==> src/rtl/cdb_issue_scheduler.sv <==
// ---------------------------------------------------------------------------
// cdb_issue_scheduler
//
// Purpose:
//   Arbitrates four issue queues (int, ld/st, mul, div) onto a single common
//   data bus (CDB). Every grant books the CDB for the cycle in which that
//   unit's result will appear. The bookings live in a shift-register
//   reservation table, so two results can never land on the bus together.
//   The divider is not pipelined. A counter keeps it busy for DIV_LATENCY
//   cycles after each divide issue.
//
// Parameters:
//   MUL_LATENCY  cycles from mul issue to CDB broadcast (2..15)
//   DIV_LATENCY  cycles from div issue to CDB broadcast (MUL_LATENCY+1..15)
//
// Ports:
//   clk            rising-edge clock
//   reset          asynchronous active-low reset (0 = reset)
//   ready_int      integer issue queue has a ready entry
//   ready_ld_st    load/store issue queue has a ready entry
//   ready_mul      multiply issue queue has a ready entry
//   ready_div      divide issue queue has a ready entry
//   issue_int      grant to the integer queue this cycle
//   issue_ld_st    grant to the ld/st queue this cycle
//   issue_mul      grant to the mul queue this cycle
//   issue_div      grant to the div queue this cycle
//   cdb_sel        current CDB owner: 00 int, 01 ld_st, 10 mul, 11 div
//   cdb_sel_valid  cdb_sel is meaningful this cycle
//   div_busy       divider occupied, no new divide may issue
// ---------------------------------------------------------------------------
module cdb_issue_scheduler #(
  parameter int MUL_LATENCY = 4,
  parameter int DIV_LATENCY = 7
) (
  input  logic       clk,
  input  logic       reset,
  input  logic       ready_int,
  input  logic       ready_ld_st,
  input  logic       ready_mul,
  input  logic       ready_div,
  output logic       issue_int,
  output logic       issue_ld_st,
  output logic       issue_mul,
  output logic       issue_div,
  output logic [1:0] cdb_sel,
  output logic       cdb_sel_valid,
  output logic       div_busy
);

  localparam logic [1:0] OWN_INT   = 2'b00;
  localparam logic [1:0] OWN_LD_ST = 2'b01;
  localparam logic [1:0] OWN_MUL   = 2'b10;
  localparam logic [1:0] OWN_DIV   = 2'b11;

  localparam logic [3:0] DIV_RELOAD = 4'(DIV_LATENCY - 1);

  // Reject parameter combinations the table layout cannot represent.
  if (MUL_LATENCY < 2 || MUL_LATENCY > 15 ||
      DIV_LATENCY <= MUL_LATENCY || DIV_LATENCY > 15) begin : g_bad_params
    $error("cdb_issue_scheduler: illegal MUL_LATENCY/DIV_LATENCY combination");
  end

  // Entry k describes the CDB cycle k+1 cycles after the current edge.
  logic [DIV_LATENCY-1:0]      slot_valid;
  logic [DIV_LATENCY-1:0]      slot_valid_next;
  logic [DIV_LATENCY-1:0][1:0] slot_owner;
  logic [DIV_LATENCY-1:0][1:0] slot_owner_next;

  logic       rr;
  logic [3:0] div_cnt;

  logic elig_int;
  logic elig_ld_st;
  logic elig_mul;
  logic elig_div;

  assign div_busy = (div_cnt != 4'd0);

  // A unit of latency L is eligible only if pre-shift entry L is free. That
  // entry becomes entry L-1 at the next edge, which is where the grant writes.
  // A divide always finds its slot free because nothing books further ahead.
  // While reset is low the grants are forced off so that issue_* reads 0.
  always_comb begin
    elig_div   = reset && ready_div && !div_busy;
    elig_mul   = reset && ready_mul && !slot_valid[MUL_LATENCY];
    elig_int   = reset && ready_int && !slot_valid[1];
    elig_ld_st = reset && ready_ld_st && !slot_valid[1];
  end

  // Fixed priority div > mul. The int and ld_st queues share the one-cycle
  // slot and alternate through the rr bit when both are eligible.
  always_comb begin
    issue_div   = 1'b0;
    issue_mul   = 1'b0;
    issue_int   = 1'b0;
    issue_ld_st = 1'b0;
    if (elig_div) begin
      issue_div = 1'b1;
    end else if (elig_mul) begin
      issue_mul = 1'b1;
    end else if (elig_int && elig_ld_st) begin
      issue_int   = !rr;
      issue_ld_st = rr;
    end else begin
      issue_int   = elig_int;
      issue_ld_st = elig_ld_st;
    end
  end

  // Shift the table down by one. The top entry fills empty, with owner 00,
  // so an invalid entry always carries owner 00. A grant then books its
  // landing slot. Only one grant exists per cycle, so the writes never
  // overlap.
  always_comb begin
    for (int k = 0; k < DIV_LATENCY - 1; k++) begin
      slot_valid_next[k] = slot_valid[k+1];
      slot_owner_next[k] = slot_owner[k+1];
    end
    slot_valid_next[DIV_LATENCY-1] = 1'b0;
    slot_owner_next[DIV_LATENCY-1] = 2'b00;

    if (issue_int) begin
      slot_valid_next[0] = 1'b1;
      slot_owner_next[0] = OWN_INT;
    end
    if (issue_ld_st) begin
      slot_valid_next[0] = 1'b1;
      slot_owner_next[0] = OWN_LD_ST;
    end
    if (issue_mul) begin
      slot_valid_next[MUL_LATENCY-1] = 1'b1;
      slot_owner_next[MUL_LATENCY-1] = OWN_MUL;
    end
    if (issue_div) begin
      slot_valid_next[DIV_LATENCY-1] = 1'b1;
      slot_owner_next[DIV_LATENCY-1] = OWN_DIV;
    end
  end

  // Reservation table, round-robin bit and divider occupancy counter. The
  // asynchronous reset drops every pending booking at once.
  always_ff @(posedge clk or negedge reset) begin
    if (!reset) begin
      slot_valid <= '0;
      slot_owner <= '0;
      rr         <= 1'b0;
      div_cnt    <= 4'd0;
    end else begin
      slot_valid <= slot_valid_next;
      slot_owner <= slot_owner_next;
      if (issue_int) begin
        rr <= 1'b1;
      end else if (issue_ld_st) begin
        rr <= 1'b0;
      end
      if (issue_div) begin
        div_cnt <= DIV_RELOAD;
      end else if (div_cnt != 4'd0) begin
        div_cnt <= div_cnt - 4'd1;
      end
    end
  end

  // The bus owner is entry 0, which comes straight from a register.
  assign cdb_sel       = slot_owner[0];
  assign cdb_sel_valid = slot_valid[0];

endmodule

==> config.mk <==
export PLATFORM = sky130hd
export DESIGN_NAME = cdb_issue_scheduler
export DESIGN_NICKNAME = d
export VERILOG_FILES = /design/src/rtl/cdb_issue_scheduler.sv
export SDC_FILE = /design/constraint.sdc
export NUM_CORES = 1
export LEC_CHECK = 0
export ABC_AREA = 1
export BUFFER_PORTS_ARGS = -buffer_cell sky130_fd_sc_hd__buf_2
export CORE_MARGIN = 1
export CORE_UTILIZATION = 45
export CTS_CLUSTER_DIAMETER = 60
export DETAILED_ROUTE_END_ITERATION = 8
export PLACE_DENSITY = 0.7
export RECOVER_POWER = 50
export SETUP_SLACK_MARGIN = 0.15
export SLEW_MARGIN = 20
export SYNTH_ARGS = -nofsm -noshare
export SYNTH_HDL_FRONTEND = slang
export SYNTH_SLANG_ARGS = --single-unit
==> constraint.sdc <==
create_clock -name clk -period 1.4 [get_ports clk]
set_clock_uncertainty 0.2 [all_clocks]
set_input_delay 0.14 -clock clk [delete_from_list [all_inputs] [get_ports clk]]
set_output_delay 0.14 -clock clk [all_outputs]
set_load 0.05 [all_outputs]
==> metrics.md, run 1 <==
| Metric | Value |
|---|---|
| Synthesized net count | between 70 and 80 |
| VDD IR max | 1.112 mV |
| Startpoint types | flop |
| Ant diodes | 0 |
| Share of cells above drive strength 1 | 0.5000 |
| Outcome | complete, but fails checks |
| Crit path largest cell delay | 400 ps |
| R2R Path Start | div_cnt[0] |
| Final Hold Vio Count | 0 |
| Violations in the final reports | negative setup slack |
| Die width | just over 40 µm |
| First-pass GRT wire length | about 1.9 mm |
| RR Endpoint | rr |
| Final period util | 1.170 |
| Setup violators final | 9 |
| Netlist cell types | 17 |
| Sequential share of the synthesized area | 0.6308 |
| Max Root-Sink Buffers | 2 |
| Crit path DAT | approximately 1300 ps |
| CP most frequent cell | inv_2 |
| Worst-Margin Slew | between 200 and 250 ps |
| Max Cap Viol | 0 |
| DRC viols | 0 |
| Total number of vias | approximately 530 |
| Slew Viols, Final | 0 |
| Worst Setup Slack, final | -237.4 ps |
| Port-buffer cells | 13 |
| Worst Setup SP | div_cnt[0] |
| Pre-antenna DRT Iters | 2 |
| Starting Density | 0.4995 |
| Detail Route Antenna Nets | 0 |
| CTS tree | yes |
| Hold crit path type | input port to flop |
| GPL Wtd Cong | between 0.8 and 0.9 |
| CTS sink count | 17 |
| Setup crit end | issue_int |
| Flop2flop setup slack | -180 ps |
| Syn Std Cell Area | 674.4 µm² |
| Area contributors post-synth | dfrtp_1, inv_1, nand2_1, nand3_1, ha_1 |
| Layout Nets | about 110 |
| Leading area contributor after synthesis | dfrtp_1 |
| Post-Synthesis Cells | 68 |
| Worst EP required | 1060 ps |
| Top cells by count, synth | dfrtp_1, inv_1, nand2_1, nand3_1, nor2_1 |
| Yosys Warn Count | 0 |
| Setup TNS | -1625 ps |
| Fillers | 81 |
| H-tree depth | 1 |
| Worst hold slack | about 140 ps |
| Initial antenna violation count | 0 |
| CTS clock-pin slew for the worst setup and hold paths | 90 ps |
| CP endpoint kind | output port |
| Vias in the first global route | roughly 460 |
| Clock latency on the worst-skew pair | a little under 300 ps |
| Area share of the largest cell type after synthesis | 0.6308 |
| Crit-path cells | inv_2, ha_4, nand3_4, nand3_2, inv_2, buf_6 |
| Root Driver | clkbuf_4 |
| Pin count of the biggest net entering global routing | 11 |
| Leak | approximately 0.55 nW |
| Wire per inst | between 10 and 15 µm |
| DIE AREA | approximately 1700 µm² |
| CORE AREA | around 1400 µm² |
| Final wirelength | 1.305 mm |
| PwrDens | between 1500 and 2000 nW/µm² |
| Die Ht | 40.71 µm |
| Area after DPL | about 850 µm² |
| Top FF cell, synth | dfrtp_1 |
| Post-synth EDFFs | 0 |
| First DRT Iteration DRCs | 2 |
| Post-DR vias/cell | between 4 and 5 |
| RSZ-0062 raised after global routing | yes |
| Max Fclk | roughly 600 MHz |
| Crit path kind | flop to output port |
| Mapped Avg Cell Area | 9.918 µm² |
| Total CTS buffers | 3 |
| Count leader, synth | dfrtp_1 |
| Fin area | about 1000 µm² |
| Reg2Reg Depth | 9 |
| Total track usage | 0.1855 |
| Ports | 14 |
| Slowest-stage cell, CP | dfrtp_1 |
| Tmin final | approximately 1600 ps |
| Layout Area Growth over Synthesis | 53.80% |
| Detail Placement HPWL | roughly 880 µm |
| Asr flop ratio synth | 1.000 |
| Total grt overflow | 0 |
| Row cnt | 13 |
| Relative slew slack | 0.8415 |
| Worst Path Max Fanout | 4 |
| FF+latch count, synth | 17 |
## through the flow
step	power, mW	utilization	worst slack [ps]	instances
final	1.789	0.7683	-237.4	115
after CTS	1.723	0.7479	-238.9	113
after detailed placement	1.321	0.6330	-35.80	103
after global routing	1.914	0.7683	-315.1	115
after floorplan	1.089	-	-166.5	68
after global placement	1.292	0.6330	2.288	103
## sequential cells by signal (all words and copies together), names as in the netlist
register	cells
slot_valid	2
slot_owner	8
rr	1
cdb_sel	2
div_cnt	4
## placed cells by master (no fill, tap or decap)
| master | Yosys | routed |
|---|---|---|
| dfrtp_1 | 17 | 17 |
| buf_4 | 2 | 15 |
| nand2_1 | 11 | 8 |
| inv_2 | 0 | 6 |
| nand3_1 | 7 | 5 |
| clkbuf_4 | 0 | 5 |
| nor2_1 | 5 | 4 |
| buf_2 | 0 | 4 |
| buf_6 | 0 | 4 |
| inv_1 | 11 | 3 |
| o21ai_1 | 1 | 3 |
| clkbuf_1 | 2 | 3 |
| nand2_4 | 0 | 2 |
| nand3_2 | 1 | 2 |
| ha_4 | 0 | 2 |
| dlygate4sd3_1 | 0 | 2 |
| buf_8 | 0 | 2 |
| nor2_4 | 0 | 1 |
| clkinv_1 | 1 | 1 |
| nand3_4 | 0 | 1 |
| clkinvlp_4 | 0 | 1 |
| nor2_2 | 1 | 1 |
| nand2_2 | 0 | 1 |
| or2_1 | 1 | 1 |
| inv_4 | 0 | 1 |
| xor2_1 | 1 | 1 |
| a21oi_1 | 1 | 1 |
| nor3_4 | 0 | 1 |
| o21ai_0 | 3 | 1 |
| clkinv_2 | 0 | 1 |
## metal layers
| layer | GRT usage | up-vias | wire length, µm |
|---|---|---|---|
| li1 | - | 271 | - |
| met1 | 0.2326 | 244 | 619 |
| met2 | 0.2897 | 12 | 615 |
| met3 | 0.08152 | 2 | 58 |
| met4 | 0.05000 | 0 | 11 |
| met5 | 0 | - | 0 |
## cell families after synthesis
group / after synthesis / share of synthesized area
AND/OR/NAND/NOR: 27 / 0.1818
XOR/XNOR: 1 / 0.01299
buffers and inverters: 16 / 0.1002
adder cells (fa/ha/maj): 2 / 0.03710
flip-flops: 17 / 0.6308
AO/OA/AOI/OAI: 5 / 0.03708
## critical path: cells and delay by family (launching register included)
family,cells,cell delay (ps)
buffers and inverters,3,260
AND/OR/NAND/NOR,2,200
flip-flops,1,400
adder cells (fa/ha/maj),1,150
## power breakdown
group / total [mW] / internal, mW / switching, mW
combinational: 0.864 / 0.413 / 0.451
clock: 0.251 / 0.106 / 0.144
sequential: 0.674 / 0.597 / 0.0771
total: 1.79 / 1.12 / 0.672
## final cells by class
type,count,area (µm²),area share
inverters,12,51.30,0.04946
well taps,15,18.77,0.01809
flip-flops and latches,17,425.4,0.4101
clock buffers,3,22.52,0.02171
repair buffers,32,254.0,0.2449
clock inverters,1,5.005,0.004825
multi-input cells,35,260.3,0.2509
## timing repair
action / CTS / global route
hold endpoints to repair: 18 / 0
resized for setup: 27 / 8
hold buffers: 2 / 0
gates cloned: 0 / 0
pin swaps: 5 / 1
setup buffers: 4 / 2
endpoints found under the setup margin: 13 / 16
## worst min-delay path by stage
stage                                 to      start  cells after the start  slack [ps]
after floorplan               cdb_sel[0]      reset                      0        -360
after global placement        cdb_sel[1]      reset                      2         -50
after detailed placement   slot_valid[1]      reset                      2         -60
after CTS                 slot_owner[12]  ready_div                      5         110
after global routing      slot_owner[12]  ready_div                      5         140
final                     slot_owner[12]  ready_div                      5         140
Power figures use the tool's default switching activity.
==> run 2, diff against run 1 <==
--- a/config.mk
+++ b/config.mk
@@ -11,7 +11,7 @@
 export CORE_UTILIZATION = 45
 export CTS_CLUSTER_DIAMETER = 60
 export DETAILED_ROUTE_END_ITERATION = 8
-export PLACE_DENSITY = 0.7
+export PLACE_DENSITY = 0.69
 export RECOVER_POWER = 50
 export SETUP_SLACK_MARGIN = 0.15
 export SLEW_MARGIN = 20
==> run 2 against run 1 <==
The run still ends with negative setup slack left. Clock power grew 6%. Maximum frequency shrank 6.2%. Setup slack lost 110 ps. Die area is the same. Sequential cell count is the same. Critical path type unchanged. Largest cell class unchanged.
==> metrics.md, run 2 (same netlist as run 1, synthesis figures left out) <==
| Metric | Value |
|---|---|
| Worst EP required | 1060 ps |
| First-pass GRT wire length | 2.428 mm |
| Wire per inst | roughly 15 µm |
| Row cnt | 13 |
| Final period util | 1.247 |
| CTS sink count | 17 |
| Worst Path Max Fanout | 3 |
| Port-buffer cells | 13 |
| Pin count of the biggest net entering global routing | 11 |
| Final Hold Vio Count | 0 |
| Final wirelength | 1.842 mm |
| GPL Wtd Cong | 0.8492 |
| PwrDens | ~1800 nW/µm² |
| Hold crit path type | input port to async pin |
| CORE AREA | roughly 1400 µm² |
| Total grt overflow | 0 |
| Crit path DAT | 1410 ps |
| Max Fclk | between 500 and 600 MHz |
| Top reg by flops | slot_owner |
| Post-DR vias/cell | 4.958 |
| Clock latency on the worst-skew pair | 290 ps |
| Reg power frac | 0.324 |
| Max Root-Sink Buffers | 2 |
| Detail Route Antenna Nets | 0 |
| H-tree depth | 1 |
| RSZ-0062 raised after global routing | yes |
| Total CTS buffers | 3 |
| Root Driver | clkbuf_4 |
| Leak | slightly below 0.6 nW |
| CP endpoint kind | output port |
| First DRT Iteration DRCs | 9 |
| Worst Setup Slack, final | -345.7 ps |
| Highest-count cells in the layout ignoring fill and taps | dfrtp_1, buf_4, buf_6 |
| Detail Placement HPWL | around 900 µm |
| Max FFs per register | 8 |
| Max Cap Viol | 0 |
| DIE AREA | roughly 1700 µm² |
| Layout Area Growth over Synthesis | 69.57% |
| Pre-antenna DRT Iters | 4 |
| Clock Power Share | 0.127 |
| Share of cells above drive strength 1 | 0.6095 |
| Tmin final | approximately 1700 ps |
| Fillers | 69 |
| Dpl ws | -26.50 ps |
| Initial antenna violation count | 0 |
| Die width | approximately 40 µm |
| Flop2flop setup slack | -170 ps |
| Outcome | complete, but fails checks |
| Switching power | approximately 820 µW |
| Die Ht | 40.71 µm |
| VDD IR max | about 1.6 mV |
| Commonest non-fill, non-tap cell in the layout | dfrtp_1 |
| Total number of vias | between 500 and 600 |
| DRC viols | 0 |
| Total track usage | 0.2462 |
| Top flop regs | slot_owner: 8 flops, div_cnt: 4 flops |
| Startpoint types | flop |
| CTS clock-pin slew for the worst setup and hold paths | about 100 ps |
| Setup violators final | 10 |
| Internal power | 1.279 mW |
| Worst hold slack | 78.31 ps |
| Crit path kind | flop to output port |
| Share of power burned in combinational logic | 0.549 |
| Layout Nets | approximately 110 |
| Worst-Margin Slew | approximately 260 ps |
| Relative slew slack | 0.8296 |
| CTS tree | yes |
| Sw Share | 0.3899 |
| Vias in the first global route | approximately 550 |
| Violations in the final reports | negative setup slack |
| Slew Viols, Final | 0 |
| Starting Density | 0.4995 |
| Ports | 14 |
| Ant diodes | 0 |
## run 2: cell types whose count changed in the layout (fill, tap and decap cells not counted), sizes merged
| cell | previous run | this run |
|---|---|---|
| buf | 25 | 33 |
| clkbuf | 8 | 6 |
| dlygate4sd3 | 2 | 1 |
## run 2: cell type report
| cell class | instances | area [µm²] | share of cell area |
|---|---|---|---|
| Timing Repair Buffer | 37 | 316.6 | 0.2768 |
| Tap cell | 15 | 18.77 | 0.01641 |
| Multi-Input combinational cell | 35 | 301.5 | 0.2637 |
| Sequential cell | 17 | 425.4 | 0.3720 |
| Clock buffer | 3 | 22.52 | 0.01969 |
| Clock inverter | 1 | 5.005 | 0.004376 |
| Inverter | 12 | 53.80 | 0.04705 |
## run 2: power groups by stage
stage	Sequential, mW	Combinational [mW]	Clock (mW)
5_1_grt	0.694	1.23	0.287
2_1_floorplan	0.694	0.395	0
3_3_place_gp	0.672	0.630	0
3_5_place_dp	0.680	0.651	0
6_report	0.680	1.15	0.266
4_1_cts	0.670	0.960	0.264
## run 2: final timing paths
check,start,to,depth (start not counted)
setup / recovery,slot_valid[1],issue_ld_st,6
hold / removal,reset,slot_valid[1],2
setup reg to reg,slot_valid[1],cdb_sel[0],9
hold reg to reg,slot_owner[4],slot_owner[2],0
max in group asynchronous,reset,div_cnt[0],3
min in group clk,ready_div,div_cnt[0],4
## run 2: metrics by stage
step	TNS, ps	instance area [µm²]	util	power (mW)	instances
after global placement	0	862.1	0.6386	1.302	104
after floorplan	-329.7	710.7	-	1.089	68
after detailed placement	-51.20	862.1	0.6386	1.331	104
after global routing	-2523	1144	0.8471	2.211	120
final	-1770	1144	0.8471	2.096	120
after CTS	-1081	1075	0.7961	1.894	117
## run 2: critical path, stage by stage, from the launching register on
cell	delay (ps)
dfrtp_1	430
inv_2	80
nand3_1	80
nor2_1	170
nand3_2	130
inv_2	70
buf_6	150
## run 2: layer usage
| metal | global-route usage | part of all wire | up-vias |
|---|---|---|---|
| met3 | 0.06522 | 0.049 | 8 |
| met5 | 0 | 0 | - |
| li1 | - | - | 281 |
| met1 | 0.3088 | 0.45 | 281 |
| met4 | 0.1000 | 0.034 | 0 |
| met2 | 0.4008 | 0.46 | 25 |
## run 2: what timing repair did
action                     4_1_cts  5_1_grt
resized for setup               35       19
hold buffers                     1        0
pin swaps                        6        6
hold endpoints to repair        17        0
setup buffers                    8        3
setup endpoints to repair       13       17
